<file path="src/rtl/input_route_ctrl_pkg.sv">
// Shared flit-format, port-index and FSM encodings for the router input stage.
// Combinational definitions only; no latency.
// No flow control of its own.
package input_route_ctrl_pkg;

    localparam int FLIT_W    = 16;
    localparam int NUM_PORTS = 5;

    localparam int TYPE_HI = 15;
    localparam int TYPE_LO = 14;
    localparam int DX_HI   = 13;
    localparam int DX_LO   = 11;
    localparam int DY_HI   = 10;
    localparam int DY_LO   = 8;

    localparam int PORT_L = 0;
    localparam int PORT_N = 1;
    localparam int PORT_E = 2;
    localparam int PORT_S = 3;
    localparam int PORT_W = 4;

    typedef enum logic [1:0] {
        FLIT_SINGLE = 2'b00,
        FLIT_HEAD   = 2'b01,
        FLIT_BODY   = 2'b10,
        FLIT_TAIL   = 2'b11
    } flit_type_e;

    typedef enum logic [1:0] {
        ST_IDLE  = 2'd0,
        ST_ROUTE = 2'd1,
        ST_REQ   = 2'd2,
        ST_FWD   = 2'd3
    } state_e;

    function automatic flit_type_e flit_type(input logic [FLIT_W-1:0] flit);
        return flit_type_e'(flit[TYPE_HI:TYPE_LO]);
    endfunction

endpackage

</file>
<file path="src/rtl/input_route_ctrl_xy_route_calc.sv">
// Dimension-ordered XY route: resolve X first, then Y, else eject locally.
// Purely combinational, zero latency.
// No flow control; output follows inputs.
module xy_route_calc
    import input_route_ctrl_pkg::*;
(
    input  logic [2:0]           dst_x,
    input  logic [2:0]           dst_y,
    input  logic [2:0]           x_id,
    input  logic [2:0]           y_id,
    output logic [NUM_PORTS-1:0] port_onehot
);

    always_comb begin
        port_onehot = '0;
        if (dst_x > x_id)
            port_onehot[PORT_E] = 1'b1;
        else if (dst_x < x_id)
            port_onehot[PORT_W] = 1'b1;
        else if (dst_y > y_id)
            port_onehot[PORT_N] = 1'b1;
        else if (dst_y < y_id)
            port_onehot[PORT_S] = 1'b1;
        else
            port_onehot[PORT_L] = 1'b1;
    end

endmodule

</file>
<file path="src/rtl/input_route_ctrl.sv">
// Router input controller: routes a packet from the input FIFO, requests a port, forwards to tail.
// Latency: head at queue cycle 0 -> request cycle 2 -> first transfer cycle 3 with immediate grant.
// Backpressure: pops only on out_valid & out_ready; FIFO empty stalls in place.
module input_route_ctrl
    import input_route_ctrl_pkg::*;
#(
    parameter logic [2:0] X_ID = 3'd0,
    parameter logic [2:0] Y_ID = 3'd0
) (
    input  logic                 clk,
    input  logic                 reset,
    input  logic [FLIT_W-1:0]    fifo_data,
    input  logic                 fifo_empty,
    output logic                 fifo_read,
    output logic [NUM_PORTS-1:0] out_req,
    input  logic                 out_grant,
    output logic [FLIT_W-1:0]    out_data,
    output logic                 out_valid,
    input  logic                 out_ready,
    output logic [15:0]          pkt_cnt,
    output logic                 err
);

    state_e                 state;
    logic [2:0]             dst_x;
    logic [2:0]             dst_y;
    logic                   first_sent;
    logic [NUM_PORTS-1:0]   route_onehot;
    flit_type_e             head_type;
    logic                   is_head_type;
    logic                   xfer;
    logic                   discard;

    assign head_type    = flit_type(fifo_data);
    assign is_head_type = (head_type == FLIT_HEAD) || (head_type == FLIT_SINGLE);
    assign out_data     = fifo_data;
    assign out_valid    = (state == ST_FWD) && !fifo_empty;
    assign xfer         = out_valid && out_ready;
    assign discard      = (state == ST_IDLE) && !fifo_empty && !is_head_type;
    // Reset also masks the pop so an orphan flit is not drained while reset is held.
    assign fifo_read    = reset && (xfer || discard);

    xy_route_calc u_route (
        .dst_x       (dst_x),
        .dst_y       (dst_y),
        .x_id        (X_ID),
        .y_id        (Y_ID),
        .port_onehot (route_onehot)
    );

    always_ff @(posedge clk or negedge reset) begin
        if (!reset) begin
            state      <= ST_IDLE;
            out_req    <= '0;
            pkt_cnt    <= '0;
            err        <= 1'b0;
            dst_x      <= '0;
            dst_y      <= '0;
            first_sent <= 1'b0;
        end else begin
            case (state)
                ST_IDLE: begin
                    if (!fifo_empty) begin
                        if (is_head_type) begin
                            dst_x <= fifo_data[DX_HI:DX_LO];
                            dst_y <= fifo_data[DY_HI:DY_LO];
                            state <= ST_ROUTE;
                        end else begin
                            err <= 1'b1;
                        end
                    end
                end
                ST_ROUTE: begin
                    out_req <= route_onehot;
                    state   <= ST_REQ;
                end
                ST_REQ: begin
                    if (out_grant) begin
                        first_sent <= 1'b0;
                        state      <= ST_FWD;
                    end
                end
                ST_FWD: begin
                    // Grant is not re-checked: the port is owned until the tail leaves.
                    if (xfer) begin
                        first_sent <= 1'b1;
                        if (head_type == FLIT_HEAD && first_sent)
                            err <= 1'b1;
                        if (head_type == FLIT_TAIL || head_type == FLIT_SINGLE) begin
                            pkt_cnt <= pkt_cnt + 16'd1;
                            out_req <= '0;
                            state   <= ST_IDLE;
                        end
                    end
                end
                default: state <= ST_IDLE;
            endcase
        end
    end

endmodule

</file>
<file path="config.mk">
export PLATFORM = sky130hd
export DESIGN_NAME = input_route_ctrl
export DESIGN_NICKNAME = d
export VERILOG_FILES = /design/src/rtl/input_route_ctrl_pkg.sv /design/src/rtl/input_route_ctrl_xy_route_calc.sv /design/src/rtl/input_route_ctrl.sv
export SDC_FILE = /design/constraint.sdc
export NUM_CORES = 1
export LEC_CHECK = 0
export BUFFER_PORTS_ARGS = -buffer_cell sky130_fd_sc_hd__buf_2
export CAP_MARGIN = 10
export CELL_PAD_IN_SITES_DETAIL_PLACEMENT = 1
export CELL_PAD_IN_SITES_GLOBAL_PLACEMENT = 1
export CORE_MARGIN = 1.5
export CORE_UTILIZATION = 39
export CTS_CLUSTER_DIAMETER = 150
export DETAILED_ROUTE_END_ITERATION = 7
export GPL_TIMING_DRIVEN = 0
export HOLD_SLACK_MARGIN = 0.1
export PLACE_DENSITY_LB_ADDON = 0.1
export REMOVE_ABC_BUFFERS = 1
export SLEW_MARGIN = 5
export SYNTH_ARGS = -nofsm -noshare
export SYNTH_HDL_FRONTEND = slang
export SYNTH_SLANG_ARGS = --single-unit
</file>
<file path="constraint.sdc">
create_clock -name clk -period 5.81 [get_ports clk]
set_input_delay 1.743 -clock clk [delete_from_list [all_inputs] [get_ports clk]]
set_output_delay 1.743 -clock clk [all_outputs]
set_load 0.02 [all_outputs]
</file>
# Word-level counts from Yosys, hierarchy flattened
# Index checks and enable logic that the tools add are counted.
# W data, S select, Z words.
[op_classes]
addsub = 1
n_lt_le_gt_ge = 4
eq_ne = 12
mux = 28
bitwise = 1
n_reduce_logical = 22
[op_table]
columns = ["operator", "n"]
rows = [
  ["$add A16 B1 Y16 const B", 1],
  ["$mux W2", 8],
  ["$mux W1", 14],
  ["$reduce_and A3 Y1", 4],
  ["$mux W5", 2],
  ["$ne A2 B2 Y1 const B", 5],
  ["$pmux W5 S2", 1],
  ["$reduce_and A5 Y1", 2],
  ["$pmux W2 S4", 1],
  ["$eq A2 B2 Y1 const B", 3],
  ["$gt A3 B1 Y1 const B", 2],
  ["$logic_and A1 B1 Y1", 6],
  ["$lt A3 B1 Y1 const B", 2],
  ["$reduce_bool A2 Y1", 3],
  ["$eq A2 B1 Y1 const B", 2],
  ["$logic_not A2 Y1", 2],
  ["$ne A2 B1 Y1 const B", 2],
  ["$pmux W1 S2", 2],
  ["$logic_or A1 B1 Y1", 3],
  ["$logic_not A1 Y1", 2],
  ["$not A1 Y1", 1],
]
[word_totals]
register_bits = 31
inputBits = 21
word_cells = 75

# Longest topological paths before layout
[depth]
word_depth = 6
depth_mapped = 6
mapped_depth_nobuf = 6

# By module
# From an unflattened synthesis, not the netlist that was laid out.
[hier_totals]
cells_unflattened = 177
area_unflattened_um2 = 1793.0
[modules_own_cells]
columns = ["mod", "instances", "cells_per_inst", "area_each_um2", "seq_area_each_um2"]
rows = [
  ["input_route_ctrl", 1, 150, 1610.3, 775.7],
  ["xy_route_calc", 1, 27, 182.7, 0.0],
]

# Worst setup path after synthesis
# OpenSTA, ideal clock, no wires.
[synth_path]
path_type = "input to output"
startpoint = "input port fifo_data[15]"
endpoint = "output port fifo_read"
t_arrival_ns = 2.938
required_time_ns = 4.067
slack_ns = 1.129
cell_stages = 5
cell_sequence = "inv_1 ha_1 nor3b_1 a21oi_1 nor3b_1"
[synth_via]
elab_chain_len = 6
[synth_lines]
columns = ["element", "line_no", "text"]
rows = [
  ["from (decl)", "input_route_ctrl.sv:12", "input logic [FLIT_W-1:0] fifo_data,"],
  ["$eq A2 B1 Y1 / $logic_not A2 Y1 (equally long branches)", "input_route_ctrl.sv:35", "assign is_head_type = (head_type == FLIT_HEAD) || (head_type == FLIT_SINGLE);"],
  ["$logic_or A1 B1 Y1 *", "input_route_ctrl.sv:35", ""],
  ["$logic_not A1 Y1 *", "input_route_ctrl.sv:39", "assign discard = (state == ST_IDLE) && !fifo_empty && !is_head_type;"],
  ["$logic_and A1 B1 Y1 *", "input_route_ctrl.sv:39", ""],
  ["$logic_or A1 B1 Y1 *", "input_route_ctrl.sv:41", "assign fifo_read = reset && (xfer || discard);"],
  ["$logic_and A1 B1 Y1 *", "input_route_ctrl.sv:41", ""],
  ["to (decl)", "input_route_ctrl.sv:14", "output logic fifo_read,"],
]
# Every way passes the cells marked *; elsewhere a longest branch is shown, timed or not.

# Worst setup path after layout
# Ends and elaborated chain as after synthesis.

==> results.py <==
metrics = {
    "routing": {
        "ant_nets": 0,
        "vias": 1171,
        "first_pass_iters": 4,
        "avgRoutedWirePerCell_um": 14.7,
        "via_per_inst": 5.11,
        "drt_wl_total_um": 3370,
        "drt_iter0_drc": 56,
        "drc": 0,
    },
    "cts": {
        "ctsResizeCount": 0,
        "numCtsBuffers": 5,
        "cts_root_buf": "clkbuf_8",
        "postCtsSetupBuffers": 0,
        "clk_pin_slew_ps": 60,
        "ctsHoldBuffers": 0,
        "cts_tree": "yes",
        "clk_latency_ps": 270,
        "cts_buffer_depth": 2,
        "h-tree-depth": 2,
        "cts.sinks": 29,
    },
    "sta": {
        "max_clock_freq_mhz": 212,
        "tightest_slew_ps": 670,
        "setup_viol": 0,
        "slew_viol_final": 0,
        "fin_worst_skew_ps": 6.50,
        "final.period_utilization_pct": 81.1,
        "finalCriticalPeriod_ps": 4710,
        "rsz0062_at_grt": "false",
        "hold_viol": 0,
        "slew_headroom_pct": 55.3,
        "final.setup.tns_ps": 0,
        "fin_hold_ws_ps": 472,
    },
    "logic_synthesis": {
        "synth-seq-cells": 29,
        "syn_inst": 146,
        "syn_avg_cell_area_um2": 11.1,
        "yosysSeqAreaShare_pct": 44.9,
        "synth.distinct_cells": 34,
        "synth.area.top_cells": "dfrtp_1, buf_4, ha_1, xnor2_1, mux2_2",
        "yosys_warnings": 0,
        "netlist_area_mm2": 0.00162,
        "synth_area_leader_cell": "dfrtp_1",
        "synth_top_area_share_pct": 44.9,
    },
    "finish": {
        "syn2layout_area_growth_pct": 14.1,
        "antenna_cells": 0,
        "design_area_mm2": 0.00184,
        "layout_commonest_cell": "buf_2",
        "mostFrequentLayoutCells": "buf_2, dfrtp_1, nand2_1",
        "nNetsFinal": 208,
        "layout-drive-gt1-share_pct": 35.8,
    },
    "grt": {
        "grt_first_pass_wirelength_um": 5460,
        "overflow": 0,
        "grt.total_usage_pct": 16.3,
        "antenna_found_initial": 0,
        "grt_max_degree": 31,
        "grt_pass1_vias": 1195,
    },
    "placed_design": {
        "place_area_mm2": 0.00176,
        "gp_congestion": 0.736,
        "dp_hpwl_um": 2620,
        "io_buffers": 42,
    },
    "floorplanning": {
        "rows": 23,
        "die_w_um": 67.4,
        "start_util_pct": 40.4,
        "die_y_um": 67.4,
        "ios": 61,
        "die_area_mm2": 0.00454,
        "core_region_area_mm2": 0.00400,
    },
    "pwr": {
        "power.leakage_uw": 0.000939,
        "ir_drop_mv": 0.193,
        "p_per_area_mw_per_mm2": 389,
    },
    "setup_path": {
        "worst_ep_arrival_time_ps": 2970,
        "cp_data_required_time_ps": 4070,
        "crit_type": "in2out",
        "worstPathMaxFanout": 3,
        "cp-start-kind": "input pin",
        "cp-end-kind": "primary output",
    },
    "min_path": {
        "hold_class": "reg2reg",
    },
    "run_status": {
        "status": "complete, no violations",
    },
    "flow_run": {
        "cap_violations": 0,
    },
}
-- logic make-up after synthesis --
logic type / Yosys count / synth area share [%]
AND/OR/NAND/NOR: 46 / 16.7
adder cells (fa/ha/maj): 9 / 6.97
other: 1 / 0.232
AO/OA/AOI/OAI: 11 / 6.04
flip-flops: 29 / 44.9
buffers and inverters: 25 / 9.98
XOR/XNOR: 15 / 8.13
multiplexers: 10 / 7.04
-- registers in the layout, summed over array words and instances (netlist names) --
register / count
dst_x: 3
err: 1
out_req: 3
pkt_cnt: 16
state: 2
first_sent: 1
dst_y: 3
-- worst paths after layout --
path,slack (ps),from,cells after the start,end
setup / recovery,1100,fifo_data[15],7,fifo_read
hold / removal,470,out_req[0],2,out_req[0]
setup reg to reg,3940,state[0],5,dst_y[1]
hold reg to reg,470,out_req[0],2,out_req[0]
max in group asynchronous,3870,reset,1,pkt_cnt[6]
min in group asynchronous,1500,reset,1,pkt_cnt[10]
-- critical path, cell delays in order --
cell and delay [ps]:
buf_2 90, inv_1 50, ha_1 210, nor3b_1 410, a21oi_1 100, nor3b_1 180, buf_2 190
-- cell usage after synthesis --
| cell type | number |
|---|---|
| dfrtp_1 | 29 |
| buf_4 | 18 |
| nand2_1 | 14 |
| xnor2_1 | 12 |
| ha_1 | 9 |
| inv_1 | 7 |
| mux2_2 | 7 |
| nand3_1 | 6 |
| nor2_1 | 5 |
| nand4_1 | 4 |
| nor3_1 | 4 |
| xor2_1 | 3 |
| a22oi_1 | 2 |
| and4_1 | 2 |
| mux2i_1 | 2 |
| nand2b_1 | 2 |
| nor3b_1 | 2 |
| o21ai_0 | 2 |
| a2111oi_4 | 1 |
| a21oi_1 | 1 |
| a22o_1 | 1 |
| a22o_2 | 1 |
| a31oi_1 | 1 |
| and3_1 | 1 |
| conb_1 | 1 |
| mux2_4 | 1 |
| nand2b_2 | 1 |
| nand3b_4 | 1 |
| nor2b_1 | 1 |
| nor3_2 | 1 |
| nor4_1 | 1 |
| nor4_4 | 1 |
| o21bai_1 | 1 |
| o31ai_1 | 1 |
-- power breakdown --
group | internal, µW | switching [µW]
clock | 82.5 | 78.4
combinational | 119 | 148
sequential | 250 | 38.9
-- stage by stage --
stage               power (µW)  util, %  std cells  setup slack (ps)
floorplan                  480        -        129              1130
global placement           551     43.9        221              1090
detailed placement         564     43.9        221              1080
CTS                        728     46.1        229              1070
global route               771     46.1        229               947
finish                     717     46.1        229              1100
-- metal layers --
metal	vias up	track usage (%)	part of all wire, %
li1	543	-	-
met1	580	19.7	44
met2	43	27.1	49
met3	5	5.50	6.1
met4	0	5.36	1.0
met5	-	0	0
-- final cells by class --
type,instances,area (µm²)
Timing Repair Buffer,42,210
Clock buffer,5,68.8
Fill cell,465,2160
Tap cell,50,62.6
Sequential cell,29,726
Clock inverter,3,17.5
Multi-Input combinational cell,93,733
Inverter,7,26.3
No activity file was read; power rests on OpenSTA's default activity.
